`src/rtl/nand_chain_sequencer_if.sv`:
```
// Bundle between the lab top / gate chain and the NAND chain sequencer.
// slave = sequencer side, master = environment driving start and chain outputs.
interface nand_chain_sequencer_if;
  logic       start;
  logic [3:0] vec_out;
  logic       dut_e;
  logic       dut_f;
  logic       dut_g;
  logic       busy;
  logic       done;
  logic       pass;
  logic [4:0] fail_cnt;
  logic [3:0] first_fail_vec;
  logic       first_fail_valid;

  modport slave (
    input  start, dut_e, dut_f, dut_g,
    output vec_out, busy, done, pass, fail_cnt, first_fail_vec, first_fail_valid
  );

  modport master (
    output start, dut_e, dut_f, dut_g,
    input  vec_out, busy, done, pass, fail_cnt, first_fail_vec, first_fail_valid
  );
endinterface

```
`src/rtl/nand_chain_sequencer.sv`:
```
// Sweeps all 16 {a,b,c,d} vectors through the NAND chain, checks e/f/g against a
// reference, and reports pass/fail. NAND_SEQ_STOP_ON_FAIL_EN ends a run at the first mismatch.
module nand_chain_sequencer #(
  parameter int unsigned SETTLE_CYCLES = 2
) (
  input logic                    clk,
  input logic                    rst_n,
  nand_chain_sequencer_if.slave  io_seq
);

  localparam logic [3:0] RELOAD = 4'(SETTLE_CYCLES - 1);

  typedef enum logic [1:0] {S_IDLE, S_SETTLE, S_CHECK, S_DONE} state_t;

  typedef struct packed {
    logic       pass;
    logic [4:0] fail_cnt;
    logic [3:0] ff_vec;
    logic       ff_valid;
  } res_t;

  state_t     r_state, w_state_nxt;
  logic [3:0] r_vec, w_vec_nxt;
  logic [3:0] r_cnt, w_cnt_nxt;
  res_t       r_res, w_res_nxt;

  logic       w_exp_e, w_exp_f, w_exp_g;
  logic       w_mismatch;
  logic       w_last;

  // Reference chain evaluated on the registered stimulus.
  assign w_exp_e    = ~(r_vec[3] & r_vec[2]);
  assign w_exp_f    = ~(r_vec[1] & w_exp_e);
  assign w_exp_g    = ~(r_vec[0] & w_exp_f);
  assign w_mismatch = ({io_seq.dut_e, io_seq.dut_f, io_seq.dut_g} != {w_exp_e, w_exp_f, w_exp_g});

`ifdef NAND_SEQ_STOP_ON_FAIL_EN
  assign w_last = (r_vec == 4'd15) || w_mismatch;
`else
  assign w_last = (r_vec == 4'd15);
`endif

  always_ff @(posedge clk or negedge rst_n) begin
    if (!rst_n) r_state <= S_IDLE;
    else        r_state <= w_state_nxt;
  end

  always_comb begin
    w_state_nxt = r_state;
    w_vec_nxt   = r_vec;
    w_cnt_nxt   = r_cnt;
    w_res_nxt   = r_res;
    case (r_state)
      S_IDLE: begin
        if (io_seq.start) begin
          w_state_nxt = S_SETTLE;
          w_vec_nxt   = 4'd0;
          w_cnt_nxt   = RELOAD;
          w_res_nxt   = '0;
        end
      end
      S_SETTLE: begin
        if (r_cnt == 4'd0) w_state_nxt = S_CHECK;
        else               w_cnt_nxt   = r_cnt - 4'd1;
      end
      S_CHECK: begin
        // One failing vector counts once regardless of how many outputs differ.
        if (w_mismatch) begin
          w_res_nxt.fail_cnt = r_res.fail_cnt + 5'd1;
          if (!r_res.ff_valid) begin
            w_res_nxt.ff_vec   = r_vec;
            w_res_nxt.ff_valid = 1'b1;
          end
        end
        if (w_last) begin
          w_state_nxt    = S_DONE;
          w_res_nxt.pass = (w_res_nxt.fail_cnt == 5'd0);
        end else begin
          w_state_nxt = S_SETTLE;
          w_vec_nxt   = r_vec + 4'd1;
          w_cnt_nxt   = RELOAD;
        end
      end
      S_DONE:  w_state_nxt = S_IDLE;
      default: w_state_nxt = S_IDLE;
    endcase
  end

  always_ff @(posedge clk or negedge rst_n) begin
    if (!rst_n) begin
      r_vec <= 4'd0;
      r_cnt <= 4'd0;
      r_res <= '0;
    end else begin
      r_vec <= w_vec_nxt;
      r_cnt <= w_cnt_nxt;
      r_res <= w_res_nxt;
    end
  end

  assign io_seq.vec_out          = r_vec;
  assign io_seq.busy             = (r_state == S_SETTLE) || (r_state == S_CHECK);
  assign io_seq.done             = (r_state == S_DONE);
  assign io_seq.pass             = r_res.pass;
  assign io_seq.fail_cnt         = r_res.fail_cnt;
  assign io_seq.first_fail_vec   = r_res.ff_vec;
  assign io_seq.first_fail_valid = r_res.ff_valid;

endmodule

```
`src/flat_wrapper.sv`:
```
// flat-port wrapper written by rule: the top's interface ports become plain ports
module nand_chain_sequencer_flat 
#(
  parameter int unsigned SETTLE_CYCLES = 2
)
  (clk, rst_n, io_seq_start, io_seq_dut_e, io_seq_dut_f, io_seq_dut_g, io_seq_vec_out, io_seq_busy, io_seq_done, io_seq_pass, io_seq_fail_cnt, io_seq_first_fail_vec, io_seq_first_fail_valid);
  nand_chain_sequencer_if io_seq_i ();
  input logic clk;
  input logic rst_n;
  input wire logic [$bits(io_seq_i.start)-1:0] io_seq_start;
  input wire logic [$bits(io_seq_i.dut_e)-1:0] io_seq_dut_e;
  input wire logic [$bits(io_seq_i.dut_f)-1:0] io_seq_dut_f;
  input wire logic [$bits(io_seq_i.dut_g)-1:0] io_seq_dut_g;
  output wire logic [$bits(io_seq_i.vec_out)-1:0] io_seq_vec_out;
  output wire logic [$bits(io_seq_i.busy)-1:0] io_seq_busy;
  output wire logic [$bits(io_seq_i.done)-1:0] io_seq_done;
  output wire logic [$bits(io_seq_i.pass)-1:0] io_seq_pass;
  output wire logic [$bits(io_seq_i.fail_cnt)-1:0] io_seq_fail_cnt;
  output wire logic [$bits(io_seq_i.first_fail_vec)-1:0] io_seq_first_fail_vec;
  output wire logic [$bits(io_seq_i.first_fail_valid)-1:0] io_seq_first_fail_valid;
  assign io_seq_i.start = io_seq_start;
  assign io_seq_i.dut_e = io_seq_dut_e;
  assign io_seq_i.dut_f = io_seq_dut_f;
  assign io_seq_i.dut_g = io_seq_dut_g;
  assign io_seq_vec_out = io_seq_i.vec_out;
  assign io_seq_busy = io_seq_i.busy;
  assign io_seq_done = io_seq_i.done;
  assign io_seq_pass = io_seq_i.pass;
  assign io_seq_fail_cnt = io_seq_i.fail_cnt;
  assign io_seq_first_fail_vec = io_seq_i.first_fail_vec;
  assign io_seq_first_fail_valid = io_seq_i.first_fail_valid;
  nand_chain_sequencer #(.SETTLE_CYCLES(SETTLE_CYCLES)) u_core (.clk(clk), .rst_n(rst_n), .io_seq(io_seq_i));
endmodule
```
`config.mk`:
```
export PLATFORM = sky130hd
export DESIGN_NAME = nand_chain_sequencer_flat
export DESIGN_NICKNAME = d
export VERILOG_FILES = /design/src/rtl/nand_chain_sequencer_if.sv /design/src/rtl/nand_chain_sequencer.sv /design/src/flat_wrapper.sv
export SDC_FILE = /design/constraint.sdc
export NUM_CORES = 1
export LEC_CHECK = 0
export ABC_CLOCK_PERIOD_IN_PS = 3050
export BUFFER_PORTS_ARGS = -buffer_cell sky130_fd_sc_hd__buf_4
export CAP_MARGIN = 25
export CORE_MARGIN = 2
export CORE_UTILIZATION = 30
export DETAILED_ROUTE_END_ITERATION = 10
export PLACE_DENSITY_LB_ADDON = 0.25
export SYNTH_ARGS = -nofsm -noshare
export SYNTH_HDL_FRONTEND = slang
export SYNTH_SLANG_ARGS = --single-unit
```
`constraint.sdc`:
```
create_clock -name clk -period 3.05 [get_ports clk]
set_input_delay 0.915 -clock clk [delete_from_list [all_inputs] [get_ports clk]]
set_output_delay 0.915 -clock clk [all_outputs]
set_load 0.02 [all_outputs]
```
; ---- After elaboration in Yosys (flattened, before gate mapping)
; Index checks and enable logic that the tools add are counted.
[word_totals]
word_cells = 58
mem_count = 0
ramBits = 0
ff_bits = 21
rom_bits = 0
input_bits = 6
latch_bits = 0
[op_classes]
magnitude_cmp = 0
n_mul = 0
div = 0
n_mux = 17
n_shift = 0
addsub = 3
n_bitwise = 6
reduce_logical = 13
eq_ne = 12
[ops]
columns = operator, n
row1 = 11-bit case mux with 2 select lines, 1
row2 = 10-bit 2-to-1 mux, 2
row3 = 4-bit 2-to-1 mux, 5
row4 = 4-bit case mux with 3 select lines, 1
row5 = 11-bit 2-to-1 mux, 1
row6 = 3-bit AND reduction, 3
row7 = "2-bit != test, second input constant", 4
row8 = 2-bit case mux with 4 select lines, 1
row9 = 4-bit case mux with 2 select lines, 1
row10 = 4-bit AND reduction, 2
row11 = 2-bit 2-to-1 mux, 3
row12 = "2-bit by 1-bit != test with 1-bit output, second input constant", 3
row13 = "5-bit by 1-bit adder with 5-bit output, second input constant", 1
row14 = 5-bit zero test, 1
row15 = 5-bit 2-to-1 mux, 1
row16 = "4-bit by 1-bit adder with 4-bit output, second input constant", 1
row17 = "2-bit == test, second input constant", 2
row18 = "4-bit == test, second input constant", 1
row19 = 4-bit zero test, 1
row20 = 2-bit AND reduction, 2
row21 = "4-bit by 1-bit subtractor with 4-bit output, second input constant", 1
row22 = 1-bit bitwise AND, 3
row23 = 3-bit != test, 1
row24 = 1-bit NOT, 3
row25 = 6 further kinds, 6

; ---- Longest topological paths before layout
; Gate-level depths: netlist of run 1.
[depth]
ltp_word = 12
ltp_mapped = 7

; ---- Least setup slack after synthesis of run 1
; OpenSTA, ideal clock, no wires.
[synth_path]
kind = input to register
from = in io_seq_dut_g
to = reg u_core.r_res (netlist bit u_core.io_seq.fail_cnt[0])
path_stages = 6
setup_slack_ns = 0.786
t_arrival_ns = 2.143
path_cell_list = and2_1 > a221oi_4 > or2_1 > buf_4 > mux2_2 > a22o_1
[synth_between]
elab_chain_len = 4
[synth_lines]
columns = item, line
row1 = start: declaration, flat_wrapper.sv:13  ; input wire logic [$bits(io_seq_i.dut_g)-1:0] io_seq_dut_g;
row2 = 3-bit != test, nand_chain_sequencer.sv:35  ; assign w_mismatch = ({io_seq.dut_e, io_seq.dut_f, io_seq.dut_g} != {w_exp_e, w_exp_f, w_exp_g});
row3 = 10-bit 2-to-1 mux, nand_chain_sequencer.sv:68  ; if (w_mismatch) begin
row4 = 10-bit 2-to-1 mux, nand_chain_sequencer.sv:53  ; case (r_state)
row5 = 11-bit case mux with 2 select lines, nand_chain_sequencer.sv:53
row6 = end signal: assignment, nand_chain_sequencer.sv:97  ; r_res <= w_res_nxt;
row7 = end: declaration, nand_chain_sequencer.sv:25  ; res_t r_res, w_res_nxt;
; No other way between the ends. The select of a mux whose other input is x is not followed.
; A chain may end at the register's enable or synchronous reset.

; ---- Worst setup path in the final report of run 1
[layout_path]
from = reg u_core.r_state[0]
to = reg u_core.r_res (netlist bit u_core.io_seq.first_fail_vec[2])
[layout_between]
elab_chain_len = 3
[layout_lines]
columns = item, line
row1 = start: declaration, nand_chain_sequencer.sv:22  ; state_t r_state, w_state_nxt;
row2 = start signal: assignment, nand_chain_sequencer.sv:45  ; else r_state <= w_state_nxt;
row3 = 2-bit == test / 2-bit zero test (equally long branches), nand_chain_sequencer.sv:53
row4 = 2-bit != test (no source line) (tied with other cells), -
row5 = 4-bit AND reduction (no source line), -
; Several ways; a longest one is shown, not always the timed one.

==> results of run 1 <==
==> placed cells by master, fill, tap and decap left out, drive strengths merged, types with 2 or more instances in the layout <==
master / count
buf: 22
dfrtp: 21
nand2: 16
o21ai: 16
inv: 10
nor2: 9
ha: 9
a21oi: 8
a22o: 6
nor2b: 4
o2bb2ai: 4
nand3: 3
a31oi: 3
mux2i: 3
and2: 3
clkbuf: 3
mux2: 3
nand2b: 2
nor3: 2
nor3b: 2
a221oi: 2
==> metal layers <==
layer	global-route usage	vias up	wire length (um)
met1	0.166	546	1490
met2	0.212	26	1480
met4	0.0189	0	12
met5	0	-	0
li1	-	572	-
met3	0.0295	2	157
==> critical path, stage by stage, from the launching register on <==
cell and delay, ns:
sky130_fd_sc_hd__dfrtp_1 0.43, sky130_fd_sc_hd__inv_1 0.14, sky130_fd_sc_hd__ha_1 0.62, sky130_fd_sc_hd__o21ai_1 0.44, sky130_fd_sc_hd__a21oi_1 0.40, sky130_fd_sc_hd__o2bb2ai_1 0.12
==> power by group through the flow <==
| stage | Sequential [mW] | Clock, mW | Combinational, mW |
|---|---|---|---|
| global placement | 0.512 | 0 | 0.866 |
| floorplan | 0.528 | 0 | 0.617 |
| detailed placement | 0.519 | 0 | 0.892 |
| CTS | 0.514 | 0.198 | 0.894 |
| global route | 0.532 | 0.211 | 0.991 |
| finish | 0.514 | 0.189 | 0.883 |
==> flip-flops by register name, indices dropped and copies added, names as in the netlist <==
signal                          cells
u_core.io_seq.fail_cnt              5
u_core.io_seq.first_fail_vec        4
u_core.io_seq.vec_out               4
u_core.r_cnt                        4
u_core.r_state                      2
u_core.io_seq.first_fail_valid      1
u_core.io_seq.pass                  1
==> cell type report <==
type | instances | area [um2]
fillers | 453 | 2770
multi-input cells | 111 | 772
flip-flops and latches | 21 | 526
repair buffers | 22 | 165
well taps | 52 | 65.1
clock buffers | 3 | 41.3
inverters | 10 | 37.5
clock inverters | 1 | 5.00
==> cell families (layout without fill, tap and decap cells) <==
logic type,after synthesis,after routing
flops,21,21
mux,6,6
buf+inv,19,36
compound gates,47,47
simple gates,47,47
fa+ha+maj,9,9
xor+xnor,2,2
==> stage by stage <==
stage | cells | setup slack [ns] | total power [mW] | hold WS [ns]
5_1_grt | 220 | 0.575 | 1.73 | 0.530
4_1_cts | 220 | 0.796 | 1.61 | 0.500
6_report | 220 | 0.797 | 1.59 | 0.495
2_1_floorplan | 151 | 0.786 | 1.15 | 0.458
3_3_place_gp | 216 | 0.623 | 1.38 | 0.484
3_5_place_dp | 216 | 0.587 | 1.41 | 0.490
==> cells in the mapped netlist (2+ instances only) <==
cell | n | area [um2]
sky130_fd_sc_hd__dfrtp_1 | 21 | 526
sky130_fd_sc_hd__nand2_1 | 16 | 60.1
sky130_fd_sc_hd__o21ai_0 | 14 | 70.1
sky130_fd_sc_hd__inv_1 | 10 | 37.5
sky130_fd_sc_hd__ha_1 | 9 | 113
sky130_fd_sc_hd__nor2_1 | 9 | 33.8
sky130_fd_sc_hd__a21oi_1 | 8 | 40.0
sky130_fd_sc_hd__a22o_1 | 6 | 52.6
sky130_fd_sc_hd__clkbuf_1 | 5 | 18.8
sky130_fd_sc_hd__nor2b_1 | 4 | 25.0
sky130_fd_sc_hd__o2bb2ai_1 | 4 | 35.0
sky130_fd_sc_hd__a31oi_1 | 3 | 18.8
sky130_fd_sc_hd__and2_1 | 3 | 18.8
sky130_fd_sc_hd__mux2i_1 | 3 | 30.0
sky130_fd_sc_hd__nand3_1 | 3 | 15.0
sky130_fd_sc_hd__buf_2 | 2 | 10.0
sky130_fd_sc_hd__buf_4 | 2 | 15.0
sky130_fd_sc_hd__mux2_2 | 2 | 22.5
sky130_fd_sc_hd__nand2b_1 | 2 | 12.5
sky130_fd_sc_hd__nor3_1 | 2 | 10.0
sky130_fd_sc_hd__nor3b_1 | 2 | 15.0
sky130_fd_sc_hd__o21ai_1 | 2 | 10.0
==> worst min-delay path by stage <==
| stage | slack (ns) | end |
|---|---|---|
| after global routing | 0.53 | u_core.io_seq.first_fail_vec[2] |
| after floorplan | 0.46 | u_core.r_cnt[3] |
| final | 0.50 | u_core.r_cnt[3] |
| after detailed placement | 0.49 | u_core.r_cnt[3] |
| after global placement | 0.48 | u_core.r_cnt[3] |
| after CTS | 0.50 | u_core.r_cnt[3] |
==> results, run 1 <==
- The timing-limited maximum frequency is about 440 MHz.
- The fraction of the mapped netlist area in compound gates is 0.250.
- The critical path data arrival time is ~2.4 ns.
- The number of inserted diodes is 0.
- The mean instance size in the synthesized netlist is a little over 9 um2.
- TritonCTS built the clock tree.
- Counting flops and latches in the post-synthesis netlist gives 21.
- The number of buffers added to fix hold violations after cts is 0.
- For this design, the sink count on the clock tree is 21.
- Setup repair after global routing left no endpoint under its margin.
- The time the worst path needs with I/O delays and setup is about 2.3 ns.
- The net count after synthesis is 166.
- Of the available clock period, the critical path in the final layout requires 0.739.
- The post-CTS repair timing setup buffer count is 0.
- The primary flip-flop cell chosen by synthesis mapping is sky130_fd_sc_hd__dfrtp_1.
- The flow ran to the end, and the final reports show no timing, DRC or antenna violations.
- The final core area utilization is 0.368.
- The detailed-route wire length per cell is approximately 14 um.
- The slew of the pin with the lowest slew margin is approximately 0.77 ns.
- Of the cells placed in the final design, the portion with a size suffix greater than 1 is 0.185.
- The number of pins exceeding their max-slew limit in the final report is 0.
- The end of the worst register-to-register path is u_core.io_seq.first_fail_vec[2].
- The cell depth of the worst hold path is 1.
- The biggest fanout along the worst timing path is 20.
- The overall global routing resource usage is 0.125.
- The fraction of power consumed by sequential logic is 0.324.
- The number of flops mapped to enable cells by yosys is 0.
- The wire length reported by the detailed router is approximately 3100 um.
- The relative contribution of combinational cells to total power is 0.557.
- The number of antenna violations at the first check in global routing is 0.
- The placer congestion estimate is roughly 0.79.
- The startpoint identified for the worst register-to-register timing path is u_core.r_state[0].
- The relative max-transition margin is 0.486.
- In this run the worst setup path terminates at u_core.io_seq.first_fail_vec[2].
- The instance area at placement is around 1600 um2.
- The worst hold path begins at u_core.r_cnt[3].
- The number of warnings printed during yosys synthesis is 0.
- The internal portion of the total power is 0.834 mW.
- The tightest min-delay check is of the reg2reg type.
- The count of buffers added on input and output ports is 22.
- The die area is 5150 um2.
- Of the total synthesized cell area, the portion taken by XOR and XNOR cells is 0.0127.
- The remaining global-route overflow is 0.
- The portion of total power attributed to the clock network is 0.119.
- The max-capacitance violation count is 0.
- VDD sags by at most ~0.0005 V.
- The final layout net count is roughly 180.
- The number of instances in the synthesized netlist is about 150.
- The worst setup slack for register-to-register paths is between 0.7 and 0.8 ns.
- The setup path with the least slack is of type reg2reg.
- The analysis attributes to net switching a power of between 0.7 and 0.8 mW.
- Power spread over the standard cell area amounts to between 900 and 1000 nW/um2.
- Synthesis instantiated 41 different standard cells from the library.
- The required time of the worst setup path is roughly 3.2 ns.
- The number of vias per cell after detailed routing is 5.21.
- The initial utilization of the core area, before any placement, comes to 0.314.
- The cell area after synthesis is ~1400 um2.
- The violation count after the first detailed-routing iteration is 92.
- The number of global-route vias before repair came to between 1k and 1.5k.
- CTS built an H-tree with a depth of 1.
- The largest net degree at the start of global routing is 22.
- Clock tree synthesis selected as its root buffer the cell sky130_fd_sc_hd__clkbuf_8.
- The number of hold-slack violations in the final timing report is 0.
- The analysis attributes to cell leakage a power of between 0.7 and 0.8 nW.
- The category of the worst setup path launch point is a flip-flop.
- Summed over all failing endpoints, the final setup total negative slack is 0 ns.
- The chip width is about 72 um.
- The capturing element type of the critical path is a flip-flop.
- The clock-pin slew on the worst setup and hold paths is around 0.09 ns.
- The finished cells cover roughly 1600 um2.
- The post-synthesis mux area share is 0.0463.
- For this block, the via count after detailed routing is between 1k and 1.5k.
- In the routed design, unresolved DRC markers number 0.
- The combinational family with the most area after synthesis is compound AO/OA/AOI/OAI gates.
- The TritonCTS buffer count is 3.
- Relative to the synthesized area, the layout overhead comes to 16.9%.
- No sink is reached through more buffers than the 2 on the longest clock path.
- Of the total power, the share spent switching nets is 0.474.
- The total area inside the core boundary comes to ~4400 um2.
- The die extent in y is just over 70 um.
- The final setup violation count is 0.
- After legalization and detailed placement, the total HPWL measured about 2200 um.
- The worst-case reg-to-reg path depth is 5.
- The count of nets left with antenna violations once routing finished came out at 0.
- The clock latency on the worst-skew pair is 0.27 ns.
- Of the total synthesized cell area, the portion taken by full adders, half adders and majority gates is 0.0817.
- The number of I/O pins is 23.
- The share of flip-flops with an asynchronous set or reset after synthesis is 1.00.
- The worst clock skew is between 0.01 and 0.015 ns.
- Of the total synthesized cell area, the portion taken by AND, OR, NAND and NOR gates is 0.169.
- The post-cts resize count is 0.
- Before antenna repair, the detailed router went through 4 iterations.
- The critical path starts at u_core.r_state[0].
- The initialized floorplan defines 24 standard-cell rows.
- The share of the yosys chip area belonging to registers is 0.381.
- The global-route wire length before repair is slightly above 5000 um.
Note: power is estimated with default switching activity, not from simulation.
==> run 2: changes to the inputs <==
Settings changed: ABC_CLOCK_PERIOD_IN_PS 3050 to 2100.
Clock period 3.05 ns to 2.1 ns, I/O delays scaled along.
==> results, run 2 (synthesized netlist as in run 1, its figures left out) <==
- Run status: complete, no violations (unchanged).
- The placeable core region is 4380 um2 (unchanged).
- The largest net degree at the start of global routing was 22 (unchanged).
- The number of buffers added to fix hold violations after cts was 0 (unchanged).
- The number of global-route vias before repair is 1235 (was 1073).
- The worst setup slack for register-to-register paths is 0.17 ns (was 0.80 ns).
- The area taken by flip-flops and latches is 526 um2 (unchanged).
- The effective utilization at floorplan is 0.314 (unchanged).
- The number of hold-slack violations in the final timing report is 0 (unchanged).
- The number of inserted diodes came to 0 (unchanged).
- The biggest fanout along the worst timing path is 9 (was 20).
- The placer congestion estimate is 0.856 (was 0.792).
- The stage delay of the slowest cell on the critical path was 0.49 ns (was 0.62 ns).
- The chip width is 71.8 um (unchanged).
- The period utilization was 0.918 (was 0.739).
- The die area is 5150 um2 (unchanged).
- The post-detailed-route count of antenna-violating nets is 0 (unchanged).
- The clock tree root buffer cell is sky130_fd_sc_hd__clkbuf_8 (unchanged).
- The first-pass detailed-route iteration total is 4 (unchanged).
- The standby leakage power is 0.800 nW (was 0.746 nW).
- The overall global routing resource usage is 0.136 (was 0.125).
- Most frequent cells in the layout: sky130_fd_sc_hd__buf_4 (33), sky130_fd_sc_hd__dfrtp_1 (21), sky130_fd_sc_hd__nand2_1 (16) (was sky130_fd_sc_hd__buf_4 (22), sky130_fd_sc_hd__dfrtp_1 (21), sky130_fd_sc_hd__nand2_1 (16)).
- The global-route wire length before repair is 5610 um (was 5110 um).
- The total power per unit cell area is 1430 nW/um2 (was 984 nW/um2).
- The number of I/O pins is 23 (unchanged).
- The worst hold slack after final layout came to 0.240 ns (was 0.495 ns).
- The number of pins exceeding their max-slew limit in the final report is 0 (unchanged).
- The required time of the worst setup path was 2.29 ns (was 3.20 ns).
- The relative max-transition margin is 0.576 (was 0.486).
- The violation count after the first detailed-routing iteration came to 33 (was 92).
- The TritonCTS clock tree is yes (unchanged).
- The path type of the worst min-delay path is in2async (was reg2reg).
- The critical setup path kind is reg2reg (unchanged).
- The total power draw is 2.42 mW (was 1.59 mW).
- The capturing element type of the critical path was a flip-flop (unchanged).
- The total of buffers placed on input and output ports came to 22 (unchanged).
- Crit path cell chain: ha_1, and3_1, a221oi_1, buf_4, and2_1, nand2_1, o21ai_0 (was inv_1, ha_1, o21ai_1, a21oi_1, o2bb2ai_1).
- The standard cell with the maximum stage delay on the critical path is sky130_fd_sc_hd__dfrtp_1 (was sky130_fd_sc_hd__ha_1).
- The number of antenna violations at the first check in global routing is 0 (unchanged).
- The cell count after placement was 227 (was 216).
- The number of vias per cell after detailed routing came to 5.21 (about the same).
- The TritonCTS sink count is 21 (unchanged).
- The TritonCTS buffer count is 3 (unchanged).
- The final non-filler cell total came to 231 (was 220).
- The critical path data arrival time came to 2.11 ns (was 2.40 ns).
- The category of the worst setup path launch point is a flip-flop (unchanged).
- The clock latency on the worst-skew pair is 0.26 ns (was 0.27 ns).
- The peak ir drop on the vdd network is 0.000853 V (was 0.000507 V).
- The total area of multi-input combinational cells is 772 um2 (unchanged).
- Setup repair after global routing missed its margin: no (unchanged).
- The post-cts resize count is 0 (unchanged).
- The time the worst path needs with I/O delays and setup is 1.93 ns (was 2.25 ns).
- The timing-limited maximum frequency is 519 MHz (was 444 MHz).
- The relative area change from synthesis to final layout is 22.9% (was 16.9%).
- The count of buffering cells on the critical path with inverters included came to 1 (unchanged).
- The final total negative setup slack is 0 ns (unchanged).
- The worst clock skew is 0.00296 ns (was 0.0119 ns).
- The via count is 1204 (was 1146).
- The placed wire-length estimate is 2460 um (was 2220 um).
- The clock-pin slew on the worst setup and hold paths was 0.08 ns (was 0.09 ns).
- The fraction of final layout cells with drive strength greater than 1 is 0.235 (was 0.185).
- The slew of the pin with the lowest slew margin came to 0.632 ns (was 0.766 ns).
- The wire length reported by the detailed router is 3230 um (was 3130 um).
- The remaining global-route overflow is 0 (unchanged).
- The number of flip-flops under the largest register name was 5 (unchanged).
- The cell family with the largest share of critical-path delay is flip-flops (was compound AO/OA/AOI/OAI gates).
- The H-tree level count came to 1 (unchanged).
- The cell row count came to 24 (unchanged).
- The final layout net count came to 195 (was 184).
- The worst-case clock buffer depth is 2 (unchanged).
- The die extent in y is 71.8 um (unchanged).
- The worst-case setup margin in the final layout was 0.173 ns (was 0.797 ns).
- The max-capacitance violation count is 0 (unchanged).
- The detailed-route wire length per cell is 14.0 um (was 14.2 um).
- The commonest non-fill, non-tap cell in the layout was sky130_fd_sc_hd__buf_4 (unchanged).
- The setup slack after placement is -0.0120 ns (was 0.587 ns).
- The post-route DRC violation count is 0 (unchanged).
- The post-CTS repair timing setup buffer count is 0 (unchanged).
- The fill cell instance count of the final layout was 448 (was 453).
- The final setup violation count is 0 (unchanged).
==> run 2: cell types whose count changed in the layout (fill, tap and decap cells not counted) <==
cell | before | now
sky130_fd_sc_hd__buf_4 | 22 | 33
==> run 2: final timing paths <==
check	start	end	depth (start not counted)
setup / recovery	u_core.io_seq.vec_out[0]	u_core.r_cnt[3]	7
hold / removal	rst_n	u_core.io_seq.first_fail_vec[2]	1
setup reg to reg	u_core.io_seq.vec_out[0]	u_core.r_cnt[3]	7
hold reg to reg	u_core.r_cnt[3]	u_core.r_cnt[3]	1
max in group asynchronous	rst_n	u_core.r_state[1]	1
min in group clk	u_core.r_cnt[3]	u_core.r_cnt[3]	1
==> run 2: through the flow <==
step                      instance area, um2  utilization
after global routing                    1690        0.386
final                                   1690        0.386
after detailed placement                1650        0.376
after floorplan                         1380            -
after global placement                  1650        0.376
after CTS                               1690        0.386
==> run 2: cell type report <==
type | instances | area share
clock inverters | 1 | 0.00295
inverters | 10 | 0.0222
flip-flops and latches | 21 | 0.310
multi-input cells | 111 | 0.456
clock buffers | 3 | 0.0244
repair buffers | 33 | 0.146
well taps | 52 | 0.0384
==> run 2: power breakdown <==
group          total, mW  internal [mW]  switching (mW)  leakage, nW
logic               1.42          0.629           0.794        0.497
registers          0.732          0.547           0.185        0.278
clock network      0.270          0.132           0.138       0.0255
==> run 2: worst reg2reg max path, delay by kind of cell (launching register included) <==
kind | cells | cell delay, ns
compound gates | 2 | 0.44
fa+ha+maj | 1 | 0.29
buf+inv | 1 | 0.19
flops | 1 | 0.49
simple gates | 3 | 0.44
==> run 2: routing by layer <==
metal / track usage / wire, um
met2: 0.233 / 1590
met4: 0.0314 / 19
met3: 0.0408 / 165
met1: 0.168 / 1460
met5: 0 / 0
